### config.mk
export PLATFORM = sky130hd
export DESIGN_NAME = bist_misr_ctrl
export DESIGN_NICKNAME = d
export VERILOG_FILES = /design/src/rtl/bist_misr_ctrl_pkg.sv /design/src/rtl/bist_misr_ctrl_misr.sv /design/src/rtl/bist_misr_ctrl.sv
export SDC_FILE = /design/constraint.sdc
export NUM_CORES = 1
export LEC_CHECK = 0
export CAP_MARGIN = 25
export CORE_MARGIN = 2
export CORE_UTILIZATION = 30
export CTS_CLUSTER_SIZE = 8
export DETAILED_ROUTE_END_ITERATION = 16
export PLACE_DENSITY = 0.51
export SKIP_LAST_GASP = 1
export SYNTH_ARGS = -nofsm -noshare
export SYNTH_HDL_FRONTEND = slang
export SYNTH_SLANG_ARGS = --single-unit
### constraint.sdc
create_clock -name CLK -period 1.52 [get_ports CLK]
set_input_delay 0.152 -clock CLK [delete_from_list [all_inputs] [get_ports CLK]]
set_output_delay 0.152 -clock CLK [all_outputs]
set_load 0.02 [all_outputs]
### src/rtl/bist_misr_ctrl_pkg.sv
// Shared types for the BIST controller: FSM state encoding and the LFSR seed
// value the pattern generator loads while its reset input is held high.
package bist_pkg;

  typedef enum logic [2:0] {
    IDLE,
    SEED,
    RUN,
    CMP,
    DONE
  } state_e;

  localparam logic [2:0] LFSR_SEED = 3'b111;

endpackage

### src/rtl/bist_misr_ctrl_misr.sv
// Multiple-input signature register: shifts right with parity feedback into
// the MSB and folds in one response word per enabled cycle.
module misr_core #(
  parameter int              WIDTH = 3,
  parameter logic [WIDTH-1:0] TAPS = 3'b101
) (
  input  logic             clk_i,
  input  logic             rst_ni,
  input  logic             clr_i,
  input  logic             en_i,
  input  logic [WIDTH-1:0] resp_i,
  output logic [WIDTH-1:0] sig_o
);

  logic [WIDTH-1:0] sig_q, sig_d;
  logic             fb;

  // Clear wins over enable so a seed cycle always starts from zero.
  always_comb begin
    fb    = ^(sig_q & TAPS);
    sig_d = sig_q;
    if (clr_i) begin
      sig_d = '0;
    end else if (en_i) begin
      sig_d = {fb, sig_q[WIDTH-1:1]} ^ resp_i;
    end
  end

  always_ff @(posedge clk_i or negedge rst_ni) begin
    if (!rst_ni) begin
      sig_q <= '0;
    end else begin
      sig_q <= sig_d;
    end
  end

  assign sig_o = sig_q;

endmodule

### src/rtl/bist_misr_ctrl.sv
// BIST sequencer: seeds the LFSR, compacts N_PATTERNS CUT responses into a
// MISR and compares against a golden signature. Define BIST_TWO_POLY_EN for a
// second run with Poly=1 checked against GOLDEN1.
module bist_misr_ctrl #(
  parameter int               WIDTH      = 3,
  parameter int               N_PATTERNS = 7,
  parameter logic [WIDTH-1:0] TAPS       = 3'b101,
  parameter logic             POLY_SEL   = 1'b0,
  parameter logic [WIDTH-1:0] GOLDEN0    = '0,
  parameter logic [WIDTH-1:0] GOLDEN1    = '0
) (
  input  logic             CLK,
  input  logic             RST,
  input  logic             Start,
  input  logic [WIDTH-1:0] Resp,
  output logic             Lfsr_rst,
  output logic             Poly,
  output logic [WIDTH-1:0] Sig,
  output logic             Busy,
  output logic             Done,
  output logic             Pass
);

  import bist_pkg::*;

  localparam int            CW       = $clog2(N_PATTERNS + 1);
  localparam logic [CW-1:0] CNT_LAST = CW'(N_PATTERNS - 1);

  state_e        state_q, state_d;
  logic [CW-1:0] cnt_q, cnt_d;
  logic          pass_q, pass_d;
  logic          misr_clr, misr_en;
`ifdef BIST_TWO_POLY_EN
  logic          poly_q, poly_d;
  logic          pass0_q, pass0_d;
`endif

  misr_core #(
    .WIDTH (WIDTH),
    .TAPS  (TAPS)
  ) u_misr (
    .clk_i  (CLK),
    .rst_ni (RST),
    .clr_i  (misr_clr),
    .en_i   (misr_en),
    .resp_i (Resp),
    .sig_o  (Sig)
  );

  always_comb begin
    state_d  = state_q;
    cnt_d    = cnt_q;
    pass_d   = pass_q;
    misr_clr = 1'b0;
    misr_en  = 1'b0;
    Lfsr_rst = 1'b1;
    Busy     = 1'b0;
    Done     = 1'b0;
`ifdef BIST_TWO_POLY_EN
    poly_d   = poly_q;
    pass0_d  = pass0_q;
`endif
    unique case (state_q)
      IDLE: begin
        if (Start) begin
          state_d = SEED;
`ifdef BIST_TWO_POLY_EN
          poly_d  = 1'b0;
`endif
        end
      end
      SEED: begin
        Busy     = 1'b1;
        misr_clr = 1'b1;
        cnt_d    = '0;
        state_d  = RUN;
      end
      RUN: begin
        Busy     = 1'b1;
        Lfsr_rst = 1'b0;
        misr_en  = 1'b1;
        cnt_d    = cnt_q + CW'(1);
        if (cnt_q == CNT_LAST) begin
          state_d = CMP;
        end
      end
      CMP: begin
        Busy = 1'b1;
`ifdef BIST_TWO_POLY_EN
        // First compare only records the Poly=0 verdict and re-seeds for Poly=1.
        if (!poly_q) begin
          pass0_d = (Sig == GOLDEN0);
          poly_d  = 1'b1;
          state_d = SEED;
        end else begin
          pass_d  = pass0_q & (Sig == GOLDEN1);
          state_d = DONE;
        end
`else
        pass_d  = (Sig == GOLDEN0);
        state_d = DONE;
`endif
      end
      DONE: begin
        Done = 1'b1;
        if (Start) begin
          state_d = SEED;
`ifdef BIST_TWO_POLY_EN
          poly_d  = 1'b0;
`endif
        end
      end
      default: state_d = IDLE;
    endcase
  end

  always_ff @(posedge CLK or negedge RST) begin
    if (!RST) begin
      state_q <= IDLE;
      cnt_q   <= '0;
      pass_q  <= 1'b0;
`ifdef BIST_TWO_POLY_EN
      poly_q  <= 1'b0;
      pass0_q <= 1'b0;
`endif
    end else begin
      state_q <= state_d;
      cnt_q   <= cnt_d;
      pass_q  <= pass_d;
`ifdef BIST_TWO_POLY_EN
      poly_q  <= poly_d;
      pass0_q <= pass0_d;
`endif
    end
  end

  assign Pass = pass_q;
`ifdef BIST_TWO_POLY_EN
  assign Poly = poly_q;
`else
  assign Poly = POLY_SEL;
`endif

endmodule

# After elaboration in Yosys (flattened, before gate mapping)
# Index checks and enable logic that the tools add are counted.
# totals
word_cells	32
out_inout_bits	8
ff_bits	10
in_bits	6
# classes
n_reduce_logical	8
mux	11
n_eq_ne	7
n_bitwise	1
n_addsub	1
# op_table
cell	count
2-to-1 mux 3 bit	4
one-hot mux 3 bit (4 select lines)	1
equality test 3 x 2 -> 1 bit, second input constant	2
equality test 3 bit, second input constant	2
zero test 3 bit	2
one-hot mux 3 bit (2 select lines)	1
2-to-1 mux 1 bit	5
nonzero test 2 bit	2
adder 3 x 1 -> 3 bit, second input constant	1
equality test 3 x 1 -> 1 bit, second input constant	1
OR reduction 3 bit	1
parity 3 bit	1
XOR 3 bit	1
!= test 2 x 1 -> 1 bit, second input constant	1
!= test 2 bit, second input constant	1
AND reduction 2 bit	1
OR reduction 2 bit	1

# Depth between registers and ports, before layout
# Gate-level depths: netlist of the first run.
# depth
ltp_word	4
ltp_mapped	5
ltp_nobuf	5

# Modules after synthesis
# From an unflattened synthesis of the first run, not the netlist that was laid out.
# hier_totals
hier_cells	59
hier_area_um2	563.0
# modules_own_cells
mod	n_inst	seq_area_each_um2	area_each_um2	cells_per_inst
bist_misr_ctrl	1	175.2	415.4	45
misr_core	1	75.1	147.6	14

# Worst setup path after synthesis of the first run
# No wires, ideal clock.
# synth_timing
path_type	register -> register
from	register u_misr.sig_q[0], in the netlist u_misr.sig_o[0]
to	register u_misr.sig_q[2], in the netlist u_misr.sig_o[2]
period_less_slack_ns	1.232
path_buffers	0
arrival_ns	1.163
setup_time_ns	0.069
stages_incl_launch_ff	4
t_required_ns	1.451
path_slack_ns	0.288
path_cell_list	dfrtp_1 xnor2_1 or4b_1 nand3_1
# synth_via
elab_chain_len	4
# synth_rtl
item	line_no	rtl
from (decl)	bist_misr_ctrl_misr.sv:15	logic [WIDTH-1:0] sig_q, sig_d;
from (signal assigned)	bist_misr_ctrl_misr.sv:33	sig_q <= sig_d;
parity 3 bit	bist_misr_ctrl_misr.sv:20	fb = ^(sig_q & TAPS);
XOR 3 bit	bist_misr_ctrl_misr.sv:25	sig_d = {fb, sig_q[WIDTH-1:1]} ^ resp_i;
2-to-1 mux 3 bit	bist_misr_ctrl_misr.sv:24	end else if (en_i) begin
2-to-1 mux 3 bit	bist_misr_ctrl_misr.sv:22	if (clr_i) begin
# Every way passes these cells. The select of a mux whose other input is x is not followed.
# A chain may end at the register's enable or synchronous reset.

# Final worst setup path of the first run
# layout_timing
from	register state_q[1]
to	output port Lfsr_rst
# layout_via
elab_chain_len	2
# layout_rtl
item	line_no	rtl
from (decl)	bist_misr_ctrl.sv:29	state_e state_q, state_d;
from (signal assigned)	bist_misr_ctrl.sv:127	state_q <= state_d;
equality test 3 x 2 -> 1 bit	bist_misr_ctrl.sv:63	unique case (state_q)
2-to-1 mux 1 bit	bist_misr_ctrl.sv:63	
to (decl)	bist_misr_ctrl.sv:16	output logic Lfsr_rst,
# Every way passes these cells.

==> impl_results.md, run 1 <==
* Routed vias at roughly 480
* Netlist cell types at 25
* CP Max Fanout at 5
* Starting Density at about a third
* Leak Pwr at 0.386 nW
* Via density per instance at 4.51
* Fill cells at ~190
* IO Count at 14
* RSZ-0062 raised after global routing: true
* Slowest CP cell: dfrtp_1
* CP Launch Type: flop
* Sequential-to-total area share from yosys stat at a little under half
* Top area cells in the synthesized netlist: dfrtp_1, xnor2_1, ha_1
* Crit path DAT at between 1000 and 1500 ps
* R2R setup slack at roughly 200 ps
* Die area at about 2200 um^2
* Port bufs at 12
* DRT antenna net count at 0
* DR pass1 iterations at 4
* Crit path cell chain: and2b_2 > nand2b_1 > clkdlybuf4s15_1
* Worst Skew at 1.07 ps
* Setup ws final at a little under 70 ps
* Row Count at 15
* Synthesized flop and latch total at 10
* Synth Cell Area at 549 um^2
* First-pass GRT wire length at about 2000 um
* Worst-path clk slew at about 60 ps
* RePlAce Congestion at around 0.73
* F_max at about 690 MHz
* Crit path buf inv count at 1
* H-Tree Depth at 1
* Root buf cell: clkbuf_4
* Routed len/inst at around 11 um
* Cell area after layout at 795 um^2
* Post-synthesis cell count at between 50 and 60
* Total routed wirelength at between 1000 and 1500 um
* DP Area at 756 um^2
* CTS tree: done
* Clock tree buffer depth at 2
* Hold_buf cts at 0
* DR iter-0 viols at 11
* Total grt overflow at 0
* Number of global-route vias before repair at 470
* Final hold viol count at 0
* Ant. Diodes at 0
* Mapped Nets at 67
* Worst Path Required at ~1400 ps
* IR drop worst, VDD at about 1.0 mV
* Max incr delay on CP at 420 ps
* Hpwl dp at around 940 um
* Post-route DRC at 0
* Clock buffer count from CTS at 3
* Pwr/cell area at roughly 2100 nW/um^2
* CP delay by family, top: flip-flops
* Number of synthesized flops with an enable pin at 0
* Slew Viols, Final at 0
* CTS sink count at 10
* Tot GR Track Use at a little over an eighth
* Final Hold Slack at 209 ps
* Max cap viols at 0
* Setup-failing EPs final at 0
* Post-layout min period at around 1500 ps
* DP Worst Slack at approximately 48 ps
* CP Class: reg -> out
* Core ar. at around 1700 um^2
* Synth area leader: dfrtp_1
* Antenna violations before repair at 0
* Worst Setup End Kind: output port
* Top-area cell type share of the netlist area at approximately 46%
* Area Overhead vs Synth at 44.6%
* Ys Warns at 0
* Hold Path Class: in -> async
* Largest net degree at the start of global routing at 11
* Crit share post-route at between 90% and 100%
* Final layout net count at 91
* Status: finished clean
* Mean Syn Cell Area at roughly 9.3 um^2
* Chip width at approximately 47 um
* Top FF cell, synth: dfrtp_1
* Async set-reset flop share out of synthesis at 100%
* Die extent in y at about 47 um
* Worst-Skew Late Latency at between 200 and 300 ps
* Share of layout cells above drive strength 1 at about a fifth
cell type report:
cell class                      count  area, um^2  area share, %
Clock buffer                        4        36.3           4.57
Inverter                            5        18.8           2.36
Multi-Input combinational cell     41         260           32.8
Sequential cell                    10         250           31.5
Timing Repair Buffer               22         198           24.9
Tap cell                           25        31.3           3.94
power breakdown:
part / switching (mW) / leakage (nW) / internal, mW / total (mW)
sequential: 0.130 / 0.128 / 0.384 / 0.513
clock: 0.0842 / 0.0210 / 0.145 / 0.229
combinational: 0.458 / 0.237 / 0.481 / 0.939
sequential cells by signal (all words and copies together) (netlist names):
name and cells:
Pass 1, cnt_q 3, state_q 3, u_misr.sig_o 3
worst paths after layout:
path                                                    end              startpoint  depth (start not counted)
worst max-delay path                               Lfsr_rst  state_q[1]$_DFFE_PN0P_                          3
worst min-delay path                   cnt_q[0]$_DFFE_PN0P_                     RST                          1
worst min register to register             Pass$_DFFE_PN0N_        Pass$_DFFE_PN0N_                          1
min in group CLK                           Pass$_DFFE_PN0N_        Pass$_DFFE_PN0N_                          1
worst max register to register  u_misr.sig_o[2]$_DFFE_PN0P_  state_q[2]$_DFFE_PN0P_                          4
max in group asynchronous                  Pass$_DFFE_PN0N_                     RST                          1
metal layers:
metal / vias to the layer above / routed length (um) / GRT usage, %
li1: 247 / - / -
met1: 227 / 542 / 17.7
met2: 7 / 549 / 20.5
met3: 2 / 40 / 4.62
met4: 0 / 19 / 5.00
met5: - / 0 / 0
synthesized netlist by cell type (3+ instances only):
library cell / count
a21oi_1: 3
dfrtp_1: 10
inv_1: 4
nand2_1: 5
nand3_1: 3
nor2_1: 3
nor3_1: 3
o211ai_1: 3
xnor2_1: 4
cell usage in the layout, fill, tap and decap left out, drive strengths merged, types with 2 or more instances in the layout:
cell,n
dfrtp,10
buf,10
clkdlybuf4s50,6
nand2,5
inv,5
xnor2,4
clkbuf,4
nor2,3
o211ai,3
nand3,3
a21oi,3
nor3,3
o21ai,3
nand2b,2
o22ai,2
ha,2
dlymetal6s2s,2
dlygate4sd2,2
clkdlybuf4s15,2
per-stage QoR:
stage / instances / TNS (ps) / utilization [%] / power (mW)
final: 107 / 0 / 46.0 / 1.68
after global placement: 103 / 0 / 43.8 / 1.50
after CTS: 107 / 0 / 45.6 / 1.71
after floorplan: 59 / 0 / - / 1.05
after detailed placement: 103 / 0 / 43.8 / 1.51
after global routing: 107 / -30.7 / 46.0 / 1.86
timing repair:
item | 4_1_cts | 5_1_grt
setup endpoints to repair | 4 | 5
endpoints found under the hold margin | 0 | 0
resized for setup | 4 | 4
setup buffers | 0 | 0
kinds of logic after synthesis:
group,Yosys count,share of synthesized area [%]
and+or+nand+nor,19,17.8
AOI/OAI and AO/OA,14,15.9
DFF,10,45.6
buffers and inverters,8,7.06
xor gates and xnor gates,4,6.38
adders and majority gates,2,4.56
other,1,0.683
muxes,1,2.05
Note: power is estimated with default switching activity, not from simulation.
==> inputs of run 2 (changes only) <==
SETUP_SLACK_MARGIN = 0.05   (was not set)
==> run 2 against run 1 <==
Effect of this change: clock skew is the same; clock power is essentially flat; via count is the same; combinational power shrank 2.3%; sequential cell count is the same; worst setup slack gained 16 ps; cell count is the same; fmax grew 1.1%; sequential share of layout area grew 0.71 points; routed wire length shrank 0.17%; critical endpoint is now Busy; highest routed layer unchanged.
==> impl_results.md, run 2 (synthesized netlist as in run 1, its figures left out) <==
* Worst path depth at 3 (unchanged)
* First-pass GRT wire length at 2010 um (unchanged)
* Row Count at 15 (unchanged)
* DR iter-0 viols at 11 (unchanged)
* Hpwl dp at 944 um (unchanged)
* F_max at 697 MHz (+1.1%)
* Routed vias at 483 (unchanged)
* Number of global-route vias before repair at 470 (unchanged)
* Crit path DAT at 1280 ps (-20 ps)
* Worst-case reg-to-reg path depth at 4 (unchanged)
* Die area at 2190 um^2 (unchanged)
* Post-layout min period at 1430 ps (-15.6 ps)
* Via density per instance at 4.51 (unchanged)
* Worst-path clk slew at 60 ps (about the same)
* Routed len/inst at 10.7 um (-0.17%)
* Die extent in y at 46.8 um (unchanged)
* Antenna violations before repair at 0 (unchanged)
* Max incr delay on CP at 420 ps (about the same)
* Crit path buf inv count at 2 (+1)
* H-Tree Depth at 1 (unchanged)
* CP Class: reg -> out
* Most frequent cells in the layout: dfrtp_1, buf_4, clkdlybuf4s50_1
* Setup-failing EPs final at 0 (unchanged)
* CP delay by family, top: flip-flops
* Status: finished clean
* Gate power share at 55.2% (-0.6 points)
* Total routed wirelength at 1150 um (-0.17%)
* Hold Path Class: in -> async
* Sw power at 0.672 mW (about the same)
* Port bufs at 12 (unchanged)
* Setup TNS at 0 ps (unchanged)
* DRT antenna net count at 0 (unchanged)
* RePlAce Congestion at 0.730 (unchanged)
* IO Count at 14 (unchanged)
* Post-route DRC at 0 (unchanged)
* Finished Core Util at 45.0% (-1.0 points)
* Ant. Diodes at 0 (unchanged)
* Routed wl met3 at 40 um (unchanged)
* Reg power frac at 30.9% (+0.4 points)
* Largest net degree at the start of global routing at 11 (unchanged)
* Total grt overflow at 0 (unchanged)
* Worst Setup End Kind: output port
* Crit path cell chain: o21bai_1 > inv_2 > dlygate4sd2_1
* RSZ-0062 raised after global routing: true
* DR pass1 iterations at 4 (unchanged)
* Clk network pwr share at 13.8% (+0.2 points)
* CTS sink count at 10 (unchanged)
* M1 WL at 541 um (-0.18%)
* Worst Skew at 1.07 ps (unchanged)
* Crit share post-route at 94.4% (-1.0 points)
* WL met2 at 548 um (-0.18%)
* Worst Path Required at 1370 ps (about the same)
* CTS tree: done
* Chip width at 46.8 um (unchanged)
* Hold_buf cts at 0 (unchanged)
* IR drop worst, VDD at 1.02 mV (about the same)
* Worst-Skew Late Latency at 260 ps (about the same)
* Slowest CP cell: dfrtp_1
* Starting Density at 31.8% (unchanged)
* Max cap viols at 0 (unchanged)
* Final hold viol count at 0 (unchanged)
* Pwr/cell area at 2140 nW/um^2 (+0.94%)
* Share of layout cells above drive strength 1 at 22.0% (+2.4 points)
* Post-Place Cells at 103 (unchanged)
* Final cell count without fillers at 107 (unchanged)
* Final layout net count at 91 (unchanged)
* CP Launch Type: flop
* Tot GR Track Use at 13.4% (unchanged)
* CP Max Fanout at 5 (unchanged)
* Int Power at 0.988 mW (-2.1%)
* Switching Share at 40.5% (+0.51 points)
* Clock tree buffer depth at 2 (unchanged)
* Area Overhead vs Synth at 41.5%
* Slew Viols, Final at 0 (unchanged)
* Leak Pwr at 0.365 nW (-5.5%)
* Core ar. at 1730 um^2 (unchanged)
* Fill cells at 193 (+2.7%)
* Clock buffer count from CTS at 3 (unchanged)
* Highest layer used for signal routing: met4
* Root buf cell: clkbuf_4
* R2R setup slack at 200 ps (about the same)
-- run 2: changes by cell type in the layout (fill, tap and decap cells not counted) --
cell,delta
clkbuf_2,+2
clkdlybuf4s15_1,-2
dlygate4sd2_1,+2
dlymetal6s2s_1,-2
-- run 2: metal layers --
metal  up-vias  track usage (%)
met5         -                0
met1       227             17.7
met2         7             20.5
met4         0             5.00
met3         2             4.62
li1        247                -
-- run 2: cell type report --
cell class	count	area [um^2]	share of cell area [%]
multi-input combinational	41	260	33.5
clock buffer	4	36.3	4.67
tap	25	31.3	4.03
sequential	10	250	32.2
timing repair buffer	22	180	23.2
inverter	5	18.8	2.42
-- run 2: repair_timing --
| item | in CTS | in global routing |
|---|---|---|
| setup buffers | 0 | 0 |
| gates resized for setup | 7 | 3 |
| endpoints found under the setup margin | 6 | 3 |
-- run 2: power by group through the flow --
stage,sequential [mW],combinational (mW),clock (mW)
2_1_floorplan,0.542,0.509,0
3_3_place_gp,0.516,0.985,0
3_5_place_dp,0.521,0.984,0
4_1_cts,0.514,0.937,0.240
5_1_grt,0.539,1.04,0.261
6_report,0.514,0.917,0.229
-- run 2: path summary, 6_finish.rpt --
check	start	endpoint
hold / removal	RST	cnt_q[0]$_DFFE_PN0P_
max in group asynchronous	RST	Pass$_DFFE_PN0N_
min in group CLK	Pass$_DFFE_PN0N_	Pass$_DFFE_PN0N_
setup reg to reg	state_q[2]$_DFFE_PN0P_	u_misr.sig_o[2]$_DFFE_PN0P_
hold reg to reg	Pass$_DFFE_PN0N_	Pass$_DFFE_PN0N_
setup / recovery	state_q[1]$_DFFE_PN0P_	Busy
-- run 2: stage by stage --
stage                     setup slack, ps  hold slack [ps]  total power [mW]  cell area, um^2
after CTS                            30.9              217              1.69              786
after global placement               54.6              478              1.50              756
after detailed placement             48.2              485              1.51              756
final                                85.2              209              1.66              777
after floorplan                       288             -144              1.05              549
after global routing                -8.89              228              1.84              777
==> inputs of run 3 (changes only) <==
CTS_CLUSTER_DIAMETER = 120   (was not set)
==> results of run 3 <==
No change in the layout: final DEF, timing and power equal those of run 2.
